--- src/rtl/servant_matmul_pkg.sv ---
// ============================================================================
// Module      : servant_matmul_pkg
// Description : Shared types, default limits and width helpers for the
//               servant matrix-multiply sequencer.
// Revision    : 1.0 - initial release
// ============================================================================
`default_nettype none

package servant_matmul_pkg;

  localparam int unsigned c_f_row_max_def = 3;
  localparam int unsigned c_f_col_max_def = 3;
  localparam int unsigned c_s_col_max_def = 3;

  typedef enum logic [1:0] {
    IDLE  = 2'd0,
    ISSUE = 2'd1,
    WRITE = 2'd2
  } state_t;

  function automatic int unsigned dim_width(input int unsigned max_dim);
    return $clog2(max_dim + 1);
  endfunction

  function automatic int unsigned idx_width(input int unsigned a, input int unsigned b);
    int unsigned w;
    w = $clog2(a * b);
    return (w < 1) ? 1 : w;
  endfunction

  function automatic logic dim_ok(input int unsigned d, input int unsigned max_dim);
    return (d != 0) && (d <= max_dim);
  endfunction

endpackage

`default_nettype wire

--- src/rtl/servant_matmul_if.sv ---
// ============================================================================
// Module      : servant_matmul_if
// Description : Control, operand-request and result-request bundle between
//               the sequencer (master) and its register/datapath peers (slave).
// Revision    : 1.0 - initial release
// ============================================================================
`default_nettype none

interface servant_matmul_if import servant_matmul_pkg::*; #(
  parameter int unsigned MW  = dim_width(c_f_row_max_def),
  parameter int unsigned KW  = dim_width(c_f_col_max_def),
  parameter int unsigned NW  = dim_width(c_s_col_max_def),
  parameter int unsigned FIW = idx_width(c_f_row_max_def, c_f_col_max_def),
  parameter int unsigned SIW = idx_width(c_f_col_max_def, c_s_col_max_def),
  parameter int unsigned CIW = idx_width(c_f_row_max_def, c_s_col_max_def)
) ();

  logic           i_start;
  logic           i_abort;
  logic [MW-1:0]  i_rows;
  logic [KW-1:0]  i_inner;
  logic [NW-1:0]  i_cols;
  logic           o_busy;
  logic           o_done;
  logic           o_err;
  logic           o_op_valid;
  logic           i_op_ready;
  logic [FIW-1:0] o_f_idx;
  logic [SIW-1:0] o_s_idx;
  logic           o_acc_clr;
  logic           o_acc_last;
  logic           o_res_valid;
  logic           i_res_ready;
  logic [CIW-1:0] o_res_idx;

  modport master (
    input  i_start, i_abort, i_rows, i_inner, i_cols, i_op_ready, i_res_ready,
    output o_busy, o_done, o_err, o_op_valid, o_f_idx, o_s_idx,
           o_acc_clr, o_acc_last, o_res_valid, o_res_idx
  );

  modport slave (
    output i_start, i_abort, i_rows, i_inner, i_cols, i_op_ready, i_res_ready,
    input  o_busy, o_done, o_err, o_op_valid, o_f_idx, o_s_idx,
           o_acc_clr, o_acc_last, o_res_valid, o_res_idx
  );

endinterface

`default_nettype wire

--- src/rtl/servant_matmul_idx_cnt.sv ---
// ============================================================================
// Module      : servant_matmul_idx_cnt
// Description : Loop counter 0..limit-1; flags the last value and wraps to 0
//               when incremented there.
// Revision    : 1.0 - initial release
// ============================================================================
`default_nettype none

module servant_matmul_idx_cnt #(
  parameter int unsigned WIDTH = 2
) (
  input  wire logic             i_clk,
  input  wire logic             i_rst_n,
  input  wire logic             i_clr,
  input  wire logic             i_inc,
  input  wire logic [WIDTH-1:0] i_limit,
  output logic                  o_wrap
);

  logic [WIDTH-1:0] r_cnt;

  assign o_wrap = (r_cnt == (i_limit - WIDTH'(1)));

  always_ff @(posedge i_clk or negedge i_rst_n) begin
    if (!i_rst_n) begin
      r_cnt <= '0;
    end else if (i_clr) begin
      r_cnt <= '0;
    end else if (i_inc) begin
      r_cnt <= o_wrap ? '0 : (r_cnt + WIDTH'(1));
    end
  end

endmodule

`default_nettype wire

--- src/rtl/servant_matmul_sched.sv ---
// ============================================================================
// Module      : servant_matmul_sched
// Description : Walks (i, j, k) for C = F*S, issuing one operand request per
//               MAC step and one result write per output element.
// Revision    : 1.0 - initial release
// ============================================================================
`default_nettype none

module servant_matmul_sched import servant_matmul_pkg::*; #(
  parameter int unsigned F_MATRIX_ROW_SIZE_MAX    = c_f_row_max_def,
  parameter int unsigned F_MATRIX_COLUMN_SIZE_MAX = c_f_col_max_def,
  parameter int unsigned S_MATRIX_COLUMN_SIZE_MAX = c_s_col_max_def
) (
  input  wire logic      i_clk,
  input  wire logic      i_rst_n,
  servant_matmul_if.master bus
);

  localparam int unsigned MW  = dim_width(F_MATRIX_ROW_SIZE_MAX);
  localparam int unsigned KW  = dim_width(F_MATRIX_COLUMN_SIZE_MAX);
  localparam int unsigned NW  = dim_width(S_MATRIX_COLUMN_SIZE_MAX);
  localparam int unsigned FIW = idx_width(F_MATRIX_ROW_SIZE_MAX, F_MATRIX_COLUMN_SIZE_MAX);
  localparam int unsigned SIW = idx_width(F_MATRIX_COLUMN_SIZE_MAX, S_MATRIX_COLUMN_SIZE_MAX);
  localparam int unsigned CIW = idx_width(F_MATRIX_ROW_SIZE_MAX, S_MATRIX_COLUMN_SIZE_MAX);

  state_t          r_state;
  state_t          w_state_nxt;
  logic [MW-1:0]   r_m;
  logic [KW-1:0]   r_k;
  logic [NW-1:0]   r_n;
  logic [FIW-1:0]  r_f_base;
  logic [FIW-1:0]  r_f_idx;
  logic [SIW-1:0]  r_s_base;
  logic [SIW-1:0]  r_s_idx;
  logic [CIW-1:0]  r_res_idx;
  logic            r_done;
  logic            r_err;

  logic w_dims_ok;
  logic w_start_any;
  logic w_start_ok;
  logic w_op_hs;
  logic w_res_hs;
  logic w_i_wrap;
  logic w_j_wrap;
  logic w_k_wrap;
  logic w_last_elem;

  assign w_dims_ok   = dim_ok(32'(bus.i_rows),  F_MATRIX_ROW_SIZE_MAX)
                     & dim_ok(32'(bus.i_inner), F_MATRIX_COLUMN_SIZE_MAX)
                     & dim_ok(32'(bus.i_cols),  S_MATRIX_COLUMN_SIZE_MAX);
  assign w_start_any = (r_state == IDLE) & bus.i_start & ~bus.i_abort;
  assign w_start_ok  = w_start_any & w_dims_ok;
  assign w_op_hs     = (r_state == ISSUE) & bus.i_op_ready;
  assign w_res_hs    = (r_state == WRITE) & bus.i_res_ready;
  assign w_last_elem = w_i_wrap & w_j_wrap;

  // k is held at K-1 through WRITE and cleared by the result handshake
  servant_matmul_idx_cnt #(.WIDTH(KW)) u_k_cnt (
    .i_clk   (i_clk),
    .i_rst_n (i_rst_n),
    .i_clr   (w_start_ok | w_res_hs),
    .i_inc   (w_op_hs & ~w_k_wrap),
    .i_limit (r_k),
    .o_wrap  (w_k_wrap)
  );

  servant_matmul_idx_cnt #(.WIDTH(NW)) u_j_cnt (
    .i_clk   (i_clk),
    .i_rst_n (i_rst_n),
    .i_clr   (w_start_ok),
    .i_inc   (w_res_hs),
    .i_limit (r_n),
    .o_wrap  (w_j_wrap)
  );

  servant_matmul_idx_cnt #(.WIDTH(MW)) u_i_cnt (
    .i_clk   (i_clk),
    .i_rst_n (i_rst_n),
    .i_clr   (w_start_ok),
    .i_inc   (w_res_hs & w_j_wrap),
    .i_limit (r_m),
    .o_wrap  (w_i_wrap)
  );

  always_ff @(posedge i_clk or negedge i_rst_n) begin
    if (!i_rst_n) begin
      r_state <= IDLE;
    end else begin
      r_state <= w_state_nxt;
    end
  end

  always_comb begin
    w_state_nxt = r_state;
    case (r_state)
      IDLE:    if (w_start_ok) w_state_nxt = ISSUE;
      ISSUE:   if (w_op_hs && w_k_wrap) w_state_nxt = WRITE;
      WRITE:   if (w_res_hs) w_state_nxt = w_last_elem ? IDLE : ISSUE;
      default: w_state_nxt = IDLE;
    endcase
    if (bus.i_abort) w_state_nxt = IDLE;
  end

  // f_idx = f_base + k and s_idx = s_base + k*N, both advanced by addition only
  always_ff @(posedge i_clk or negedge i_rst_n) begin
    if (!i_rst_n) begin
      r_m       <= '0;
      r_k       <= '0;
      r_n       <= '0;
      r_f_base  <= '0;
      r_f_idx   <= '0;
      r_s_base  <= '0;
      r_s_idx   <= '0;
      r_res_idx <= '0;
      r_done    <= 1'b0;
      r_err     <= 1'b0;
    end else begin
      r_done <= 1'b0;
      if (w_start_any) begin
        r_m       <= bus.i_rows;
        r_k       <= bus.i_inner;
        r_n       <= bus.i_cols;
        r_f_base  <= '0;
        r_f_idx   <= '0;
        r_s_base  <= '0;
        r_s_idx   <= '0;
        r_res_idx <= '0;
        r_err     <= ~w_dims_ok;
        r_done    <= ~w_dims_ok;
      end else begin
        if (w_op_hs && !w_k_wrap) begin
          r_f_idx <= r_f_idx + FIW'(1);
          r_s_idx <= r_s_idx + SIW'(r_n);
        end
        if (w_res_hs) begin
          r_res_idx <= r_res_idx + CIW'(1);
          if (w_j_wrap) begin
            r_f_base <= r_f_base + FIW'(r_k);
            r_f_idx  <= r_f_base + FIW'(r_k);
            r_s_base <= '0;
            r_s_idx  <= '0;
          end else begin
            r_f_idx  <= r_f_base;
            r_s_base <= r_s_base + SIW'(1);
            r_s_idx  <= r_s_base + SIW'(1);
          end
          if (w_last_elem && !bus.i_abort) r_done <= 1'b1;
        end
      end
    end
  end

  assign bus.o_busy      = (r_state != IDLE);
  assign bus.o_done      = r_done;
  assign bus.o_err       = r_err;
  assign bus.o_op_valid  = (r_state == ISSUE);
  assign bus.o_f_idx     = r_f_idx;
  assign bus.o_s_idx     = r_s_idx;
  assign bus.o_acc_clr   = (r_state == ISSUE) & (r_f_idx == r_f_base);
  assign bus.o_acc_last  = (r_state == ISSUE) & w_k_wrap;
  assign bus.o_res_valid = (r_state == WRITE);
  assign bus.o_res_idx   = r_res_idx;

endmodule

`default_nettype wire

--- src/flat_wrapper.sv ---
// flat-port wrapper written by rule: the top's interface ports become plain ports
module servant_matmul_sched_flat import servant_matmul_pkg::*;
#(
  parameter int unsigned F_MATRIX_ROW_SIZE_MAX    = c_f_row_max_def,
  parameter int unsigned F_MATRIX_COLUMN_SIZE_MAX = c_f_col_max_def,
  parameter int unsigned S_MATRIX_COLUMN_SIZE_MAX = c_s_col_max_def
)
  (i_clk, i_rst_n, bus_i_start, bus_i_abort, bus_i_rows, bus_i_inner, bus_i_cols, bus_i_op_ready, bus_i_res_ready, bus_o_busy, bus_o_done, bus_o_err, bus_o_op_valid, bus_o_f_idx, bus_o_s_idx, bus_o_acc_clr, bus_o_acc_last, bus_o_res_valid, bus_o_res_idx);
  servant_matmul_if bus_i ();
  input  wire logic i_clk;
  input  wire logic i_rst_n;
  input wire logic [$bits(bus_i.i_start)-1:0] bus_i_start;
  input wire logic [$bits(bus_i.i_abort)-1:0] bus_i_abort;
  input wire logic [$bits(bus_i.i_rows)-1:0] bus_i_rows;
  input wire logic [$bits(bus_i.i_inner)-1:0] bus_i_inner;
  input wire logic [$bits(bus_i.i_cols)-1:0] bus_i_cols;
  input wire logic [$bits(bus_i.i_op_ready)-1:0] bus_i_op_ready;
  input wire logic [$bits(bus_i.i_res_ready)-1:0] bus_i_res_ready;
  output wire logic [$bits(bus_i.o_busy)-1:0] bus_o_busy;
  output wire logic [$bits(bus_i.o_done)-1:0] bus_o_done;
  output wire logic [$bits(bus_i.o_err)-1:0] bus_o_err;
  output wire logic [$bits(bus_i.o_op_valid)-1:0] bus_o_op_valid;
  output wire logic [$bits(bus_i.o_f_idx)-1:0] bus_o_f_idx;
  output wire logic [$bits(bus_i.o_s_idx)-1:0] bus_o_s_idx;
  output wire logic [$bits(bus_i.o_acc_clr)-1:0] bus_o_acc_clr;
  output wire logic [$bits(bus_i.o_acc_last)-1:0] bus_o_acc_last;
  output wire logic [$bits(bus_i.o_res_valid)-1:0] bus_o_res_valid;
  output wire logic [$bits(bus_i.o_res_idx)-1:0] bus_o_res_idx;
  assign bus_i.i_start = bus_i_start;
  assign bus_i.i_abort = bus_i_abort;
  assign bus_i.i_rows = bus_i_rows;
  assign bus_i.i_inner = bus_i_inner;
  assign bus_i.i_cols = bus_i_cols;
  assign bus_i.i_op_ready = bus_i_op_ready;
  assign bus_i.i_res_ready = bus_i_res_ready;
  assign bus_o_busy = bus_i.o_busy;
  assign bus_o_done = bus_i.o_done;
  assign bus_o_err = bus_i.o_err;
  assign bus_o_op_valid = bus_i.o_op_valid;
  assign bus_o_f_idx = bus_i.o_f_idx;
  assign bus_o_s_idx = bus_i.o_s_idx;
  assign bus_o_acc_clr = bus_i.o_acc_clr;
  assign bus_o_acc_last = bus_i.o_acc_last;
  assign bus_o_res_valid = bus_i.o_res_valid;
  assign bus_o_res_idx = bus_i.o_res_idx;
  servant_matmul_sched #(.F_MATRIX_ROW_SIZE_MAX(F_MATRIX_ROW_SIZE_MAX), .F_MATRIX_COLUMN_SIZE_MAX(F_MATRIX_COLUMN_SIZE_MAX), .S_MATRIX_COLUMN_SIZE_MAX(S_MATRIX_COLUMN_SIZE_MAX)) u_core (.i_clk(i_clk), .i_rst_n(i_rst_n), .bus(bus_i));
endmodule
--- config.mk ---
export PLATFORM = sky130hd
export DESIGN_NAME = servant_matmul_sched_flat
export DESIGN_NICKNAME = d
export VERILOG_FILES = /design/src/rtl/servant_matmul_pkg.sv /design/src/rtl/servant_matmul_if.sv /design/src/rtl/servant_matmul_idx_cnt.sv /design/src/rtl/servant_matmul_sched.sv /design/src/flat_wrapper.sv
export SDC_FILE = /design/constraint.sdc
export NUM_CORES = 1
export LEC_CHECK = 0
export CAP_MARGIN = 20
export CORE_MARGIN = 8
export CORE_UTILIZATION = 50
export CTS_BUF_LIST = sky130_fd_sc_hd__clkbuf_4 sky130_fd_sc_hd__clkbuf_8
export DETAILED_ROUTE_END_ITERATION = 12
export PLACE_DENSITY_LB_ADDON = 0.15
export SETUP_SLACK_MARGIN = 0.2
export SLEW_MARGIN = 5
export SYNTH_ARGS = -nofsm -noshare
export SYNTH_HDL_FRONTEND = slang
export SYNTH_SLANG_ARGS = --single-unit
--- constraint.sdc ---
create_clock -name i_clk -period 3.1 [get_ports i_clk]
set_input_delay 0.31 -clock i_clk [delete_from_list [all_inputs] [get_ports i_clk]]
set_output_delay 0.31 -clock i_clk [all_outputs]
set_load 0.02 [all_outputs]
==> run_results.csv, run 1 <==
group,metric,value,unit
timing,drv_slew,0,
routing,drtIter0Drc,132,
global_route,grt_pass1_wl,8.231,mm
routing,routed_wirelength,4.867,mm
clock_network,clock_sinks,36,
timing,min_period,2337,ps
yosys,ys_warn_count,0,
yosys,ys_seq_elements,36,
clock_network,path_clk_slew,70,ps
clock_network,post_cts.repair.setup_buffers,0,
clock_network,cts_buffer_depth,2,
worst_setup_path,worst-setup-path-type,"reg -> out",
timing,finalHoldViolations,0,
worst_setup_path,cp_data_required_time,2790,ps
place,hpwl,3.574,mm
worst_setup_path,endpoint_kind,"output pin",
place,gp_congestion,0.8029,
timing,tns,0,ps
yosys,synth.distinct_cells,43,
worst_setup_path,cp_max_fo,5,
layout,area_growth,22.46,%
flow_run,drv_cap,0,
floorplanning,die_w,79.42,um
timing,fin_crit_sh,0.7538,
worst_setup_path,arrival,2030,ps
routing,drc_errors,0,
timing,slew_headroom,0.5323,
layout,nFillCells,319,
yosys,syn-cell-area,2011,um^2
clock_network,cts_tree,"done",
clock_network,cts-root-buf,"clkbuf_8",
clock_network,clk_latency,290,ps
run_status,status,"completed",
routing,viasPerCell,5.749,
pwr,power_per_cell_area,453.8,nW/um^2
layout,ff_latch_area,900.9,um^2
pwr,ir_drop,0.2588,mV
routing,drt_first_pass_iters,4,
hold_path,min_path_type,"in -> async",
floorplanning,fp.dieH,79.42,um
yosys,yosysSeqAreaShare,0.4480,
floorplanning,die_area,6307,um^2
yosys,synth.net_count,219,
layout,fin_nets,254,
routing,antenna_left,0,
floorplanning,ioPinCount,31,
timing,max_freq,0.4279,GHz
timing,worst-slew-pin-transition,701.6,ps
layout,num_antenna_cells,0,
clock_network,cts_made_buffers,5,
floorplanning,initial_core_util,0.5100,
worst_setup_path,reg2reg_slack,1170,ps
routing,num_vias,1627,
clock_network,ctsHoldBuffers,0,
global_route,grt_pass1_vias,1668,
timing,timing.hold.ws,437.1,ps
place,io_buffers,30,
layout,drive_gt1_frac,0.1073,
clock_network,htreeDepth,2,
clock_network,cts_resized,0,
routing,wl_per_cell,17.20,um
pwr,p_leak,1.101,nW
timing,finalSetupViolCount,0,
floorplanning,rows,23,
yosys,synth_edf_count,0,
timing,fin_worst_skew,10.04,ps
global_route,grt_start_max_net_pins,37,
yosys,synth_area_per_cell,10.15,um^2
timing,rsz0062_at_grt,"no",
worst_setup_path,cp-start-kind,"flip-flop",
yosys,netlist_instances,198,
yosys,synth-main-ff-cell,"dfrtp_1",
global_route,antenna_found_initial,0,
layout,multi_input_area,1076,um^2
global_route,grt_overflow,0,
yosys,synthArstFlopShare,1.000,
global_route,track_usage,0.1648,
floorplanning,coreArea,3943,um^2
-- routing by layer --
layer  up-vias  share of wire  track usage
met5         -              0            0
met4         0         0.0033      0.05370
met3         2          0.057      0.04730
met2        50           0.53       0.2827
met1       804           0.41       0.1927
li1        771              -            -
-- through the flow --
| stage | utilization | total power (W) | instance area [um^2] | cells | setup slack, ps |
|---|---|---|---|---|---|
| global route | 0.6246 | 0.001176 | 2462 | 283 | 672.5 |
| CTS | 0.6246 | 0.001134 | 2462 | 283 | 756.6 |
| detailed placement | 0.6039 | 0.0008060 | 2381 | 276 | 912.7 |
| floorplan | - | 0.0006998 | 2011 | 198 | 1423 |
| global placement | 0.6039 | 0.0007917 | 2381 | 276 | 1000 |
| finish | 0.6246 | 0.001117 | 2462 | 283 | 763.3 |
-- layout by cell type (no fill, tap or decap), types with 2 or more instances in the layout --
| cell type | Yosys | final |
|---|---|---|
| dfrtp_1 | 36 | 36 |
| clkdlybuf4s50_1 | 0 | 30 |
| nor2_1 | 18 | 18 |
| nand2_1 | 18 | 18 |
| a21oi_1 | 13 | 13 |
| xnor2_1 | 9 | 9 |
| xor2_1 | 8 | 8 |
| mux2i_1 | 8 | 8 |
| o21ai_0 | 8 | 8 |
| mux2_2 | 8 | 8 |
| nor2b_1 | 7 | 7 |
| nand3_1 | 7 | 7 |
| ha_1 | 7 | 7 |
| nor3_1 | 5 | 5 |
| clkbuf_8 | 0 | 5 |
| nand2b_1 | 4 | 4 |
| buf_4 | 1 | 4 |
| o22ai_1 | 3 | 3 |
| and3_1 | 3 | 3 |
| nand3b_1 | 3 | 3 |
| inv_1 | 2 | 2 |
| a21o_1 | 2 | 2 |
| nand4_1 | 2 | 2 |
| o211ai_1 | 2 | 2 |
| fa_1 | 2 | 2 |
-- cells in the mapped netlist, drive strengths merged, types with 3 or more instances --
cell type | count | area [um^2]
ha | 7 | 87.58
nand2 | 18 | 67.56
nor3 | 6 | 35.03
o21ai | 8 | 40.04
and3 | 3 | 18.77
nand3 | 9 | 62.56
nor2 | 18 | 67.56
mux2 | 8 | 90.09
xnor2 | 9 | 78.83
o22ai | 3 | 18.77
buf | 4 | 21.27
nand2b | 4 | 25.02
mux2i | 9 | 93.84
xor2 | 8 | 70.07
nand3b | 3 | 22.52
dfrtp | 36 | 900.9
a21oi | 13 | 65.06
nor2b | 7 | 43.79
-- power by group --
group | internal (W) | total, W | switching [W]
Clock | 0.000161 | 0.000320 | 0.000158
Combinational | 0.000121 | 0.000250 | 0.000130
Sequential | 0.000504 | 0.000548 | 0.0000439
-- worst max-delay path: stages (launching register included) --
cell and delay [ps]:
dfrtp_1 470, xor2_1 240, mux2i_2 400, nor2_1 80, clkdlybuf4s50_1 550
-- registers in the layout, indices dropped and copies added (netlist names) --
register              cells
u_core.u_k_cnt.r_cnt      2
u_core.r_m                2
u_core.r_f_base           4
u_core.r_k                2
u_core.r_s_base           4
u_core.bus.o_f_idx        4
u_core.bus.o_err          1
u_core.u_j_cnt.r_cnt      2
u_core.bus.o_done         1
u_core.bus.o_res_idx      4
u_core.u_i_cnt.r_cnt      2
u_core.r_n                2
u_core.r_state            2
u_core.bus.o_s_idx        4
-- worst paths after layout --
check / start / to / cells past startpoint
max: u_core.r_k[1]$_DFFE_PN0N_ / bus_o_acc_last / 4
max reg2reg: u_core.r_k[1]$_DFFE_PN0N_ / u_core.bus.o_f_idx[3]$_DFFE_PN0P_ / 5
max in group asynchronous: i_rst_n / u_core.bus.o_s_idx[1]$_DFFE_PN0P_ / 2
min: i_rst_n / u_core.r_state[0]$_DFFE_PN0P_ / 2
min reg2reg: u_core.bus.o_err$_DFFE_PN0N_ / u_core.bus.o_err$_DFFE_PN0N_ / 2
min in group i_clk: u_core.bus.o_err$_DFFE_PN0N_ / u_core.bus.o_err$_DFFE_PN0N_ / 2
-- cells by family (layout without fill, tap and decap cells) --
group | Yosys count | in the layout | synth area share
AOI/OAI and AO/OA | 34 | 34 | 0.1033
adders and majority gates | 9 | 9 | 0.06347
xor gates and xnor gates | 17 | 17 | 0.07405
DFF | 36 | 36 | 0.4480
buffers and inverters | 9 | 44 | 0.01991
and+or+nand+nor | 76 | 76 | 0.1997
muxes | 17 | 17 | 0.09148
-- area by class of cell --
| cell class | count | area share |
|---|---|---|
| sequential | 36 | 0.3659 |
| clock buffer | 6 | 0.03100 |
| inverter | 3 | 0.004573 |
| clock inverter | 1 | 0.002033 |
| multi-input combinational | 153 | 0.4370 |
| timing repair buffer | 34 | 0.1341 |
| tap | 50 | 0.02541 |
Power figures use the tool's default switching activity.
==> run 2, diff against run 1 <==
clock period = 1.9 ns   (was 3.1 ns; I/O delays follow)
==> run 2 against run 1 <==
Effect of this change: via count grew 5.5%; wire length grew 5.8%; first-iteration DRC count shrank 3.8%; setup slack lost 590 ps; cell area grew 11%; utilization grew 6.6 points; total power grew 86%.
==> run_results.csv, run 2 (same netlist as run 1, synthesis figures left out) <==
group,metric,value,unit
run_status,status,"completed",
layout,final_cell_mix,"dfrtp_1, buf_4, clkdlybuf4s50_1",
place,hpwl,3.693,mm
worst_setup_path,cp-start-kind,"flip-flop",
floorplanning,rows,23,
layout,drive_gt1_frac,0.2432,
clock_network,clock_sinks,36,
floorplanning,ioPinCount,31,
layout,layout_commonest_cell,"dfrtp_1",
timing,rsz0062_at_grt,"yes",
worst_setup_path,ff2ff_path_depth,6,
clock_network,cts_buffer_depth,2,
clock_network,htreeDepth,2,
worst_setup_path,reg2reg_slack,180,ps
place,dpl_worst_slack,58.18,ps
pwr,ir_drop,0.5677,mV
routing,wl_per_cell,16.66,um
routing,viasPerCell,5.557,
timing,timing.hold.ws,318.2,ps
routing,drt_first_pass_iters,4,
routing,drtIter0Drc,127,
place,io_buffers,30,
timing,drv_slew,0,
worst_setup_path,cp_data_required_time,2080,ps
place,gp_congestion,0.7747,
timing,fin_crit_sh,0.9077,
layout,area_growth,35.35,%
timing,setup_ws,175.3,ps
timing,fin_worst_skew,7.546,ps
worst_setup_path,r2r_start,"u_core.u_k_cnt.r_cnt[1]$_DFFE_PN0P_",
global_route,antenna_found_initial,0,
timing,slew_headroom,0.6910,
clock_network,cts-root-buf,"clkbuf_8",
worst_setup_path,worst-setup-path-type,"reg -> reg",
clock_network,cts_tree,"done",
floorplanning,coreArea,3943,um^2
pwr,p_leak,1.261,nW
layout,instances_no_fill,309,
global_route,grt_pass1_wl,8.418,mm
global_route,grt_pass1_vias,1774,
clock_network,ctsHoldBuffers,0,
hold_path,min_path_type,"in -> async",
timing,tns,0,ps
floorplanning,die_w,79.42,um
floorplanning,die_area,6307,um^2
worst_setup_path,cp_max_fo,8,
timing,worst-slew-pin-transition,463.5,ps
worst_setup_path,arrival,1910,ps
routing,antenna_left,0,
flow_run,drv_cap,0,
clock_network,clk_latency,300,ps
routing,num_vias,1717,
layout,final_area,2721,um^2
timing,finalHoldViolations,0,
floorplanning,fp.dieH,79.42,um
clock_network,cts_made_buffers,5,
global_route,grt_overflow,0,
layout,num_antenna_cells,0,
timing,finalSetupViolCount,0,
layout,fin_nets,279,
routing,drc_errors,0,
worst_setup_path,endpoint_kind,"flip-flop",
global_route,grt_start_max_net_pins,37,
place,placed_cell_area,2464,um^2
worst_setup_path,worstSetupStartpoint,"u_core.u_k_cnt.r_cnt[1]$_DFFE_PN0P_",
floorplanning,initial_core_util,0.5100,
place,dpl.cell_count,287,
pwr,power_per_cell_area,762.6,nW/um^2
timing,max_freq,0.5798,GHz
global_route,track_usage,0.1710,
routing,routed_wirelength,5.148,mm
timing,min_period,1725,ps
worst_setup_path,r2r_end,"u_core.bus.o_f_idx[2]$_DFFE_PN0P_",
clock_network,path_clk_slew,80,ps
layout,nFillCells,307,
[run 2: repair_timing]
action	CTS	global route
buffers inserted	10	4
setup endpoints to repair	11	19
resized for setup	11	16
pin swaps	3	5
[run 2: cell type report]
type,instances,area [um^2],area share
clock buffers,5,68.82,0.02529
clock inverters,3,42.54,0.01563
inverters,3,11.26,0.004138
multi-input cells,153,1122,0.4124
flip-flops and latches,36,900.9,0.3310
well taps,50,62.56,0.02299
repair buffers,59,513.0,0.1885
[run 2: per-stage QoR]
step | util | power [W]
2_1_floorplan | - | 0.001142
3_3_place_gp | 0.6249 | 0.001304
3_5_place_dp | 0.6249 | 0.001325
6_report | 0.6903 | 0.002075
4_1_cts | 0.6757 | 0.002054
5_1_grt | 0.6903 | 0.002169
[run 2: how the worst max path moves through the flow]
stage	end	slack, ps	depth (start not counted)
floorplan	u_core.bus.o_f_idx[2]$_DFFE_PN0P_	220	5
global placement	u_core.bus.o_res_idx[3]$_DFFE_PN0P_	150	7
finish	u_core.bus.o_f_idx[2]$_DFFE_PN0P_	180	6
CTS	bus_o_acc_last	190	4
global route	u_core.bus.o_f_idx[2]$_DFFE_PN0P_	120	6
detailed placement	u_core.bus.o_s_idx[2]$_DFFE_PN0P_	60	7
[run 2: report_power, final]
part	internal [W]	switching [W]
logic	0.000268	0.000246
registers	0.000821	0.0000590
clock network	0.000388	0.000293
total	0.00148	0.000598
[run 2: worst max-delay path, stage by stage, from the launching register on]
cell and delay [ps]:
dfrtp_1 400, xor2_1 210, mux2i_2 250, buf_4 160, nand3_4 150, mux2i_1 160, a221o_1 290
[run 2: metal layers]
layer  track usage  part of all wire
met4       0.05370             0.011
met5             0                 0
met2        0.3057              0.52
met3       0.04730             0.048
met1        0.1915              0.42
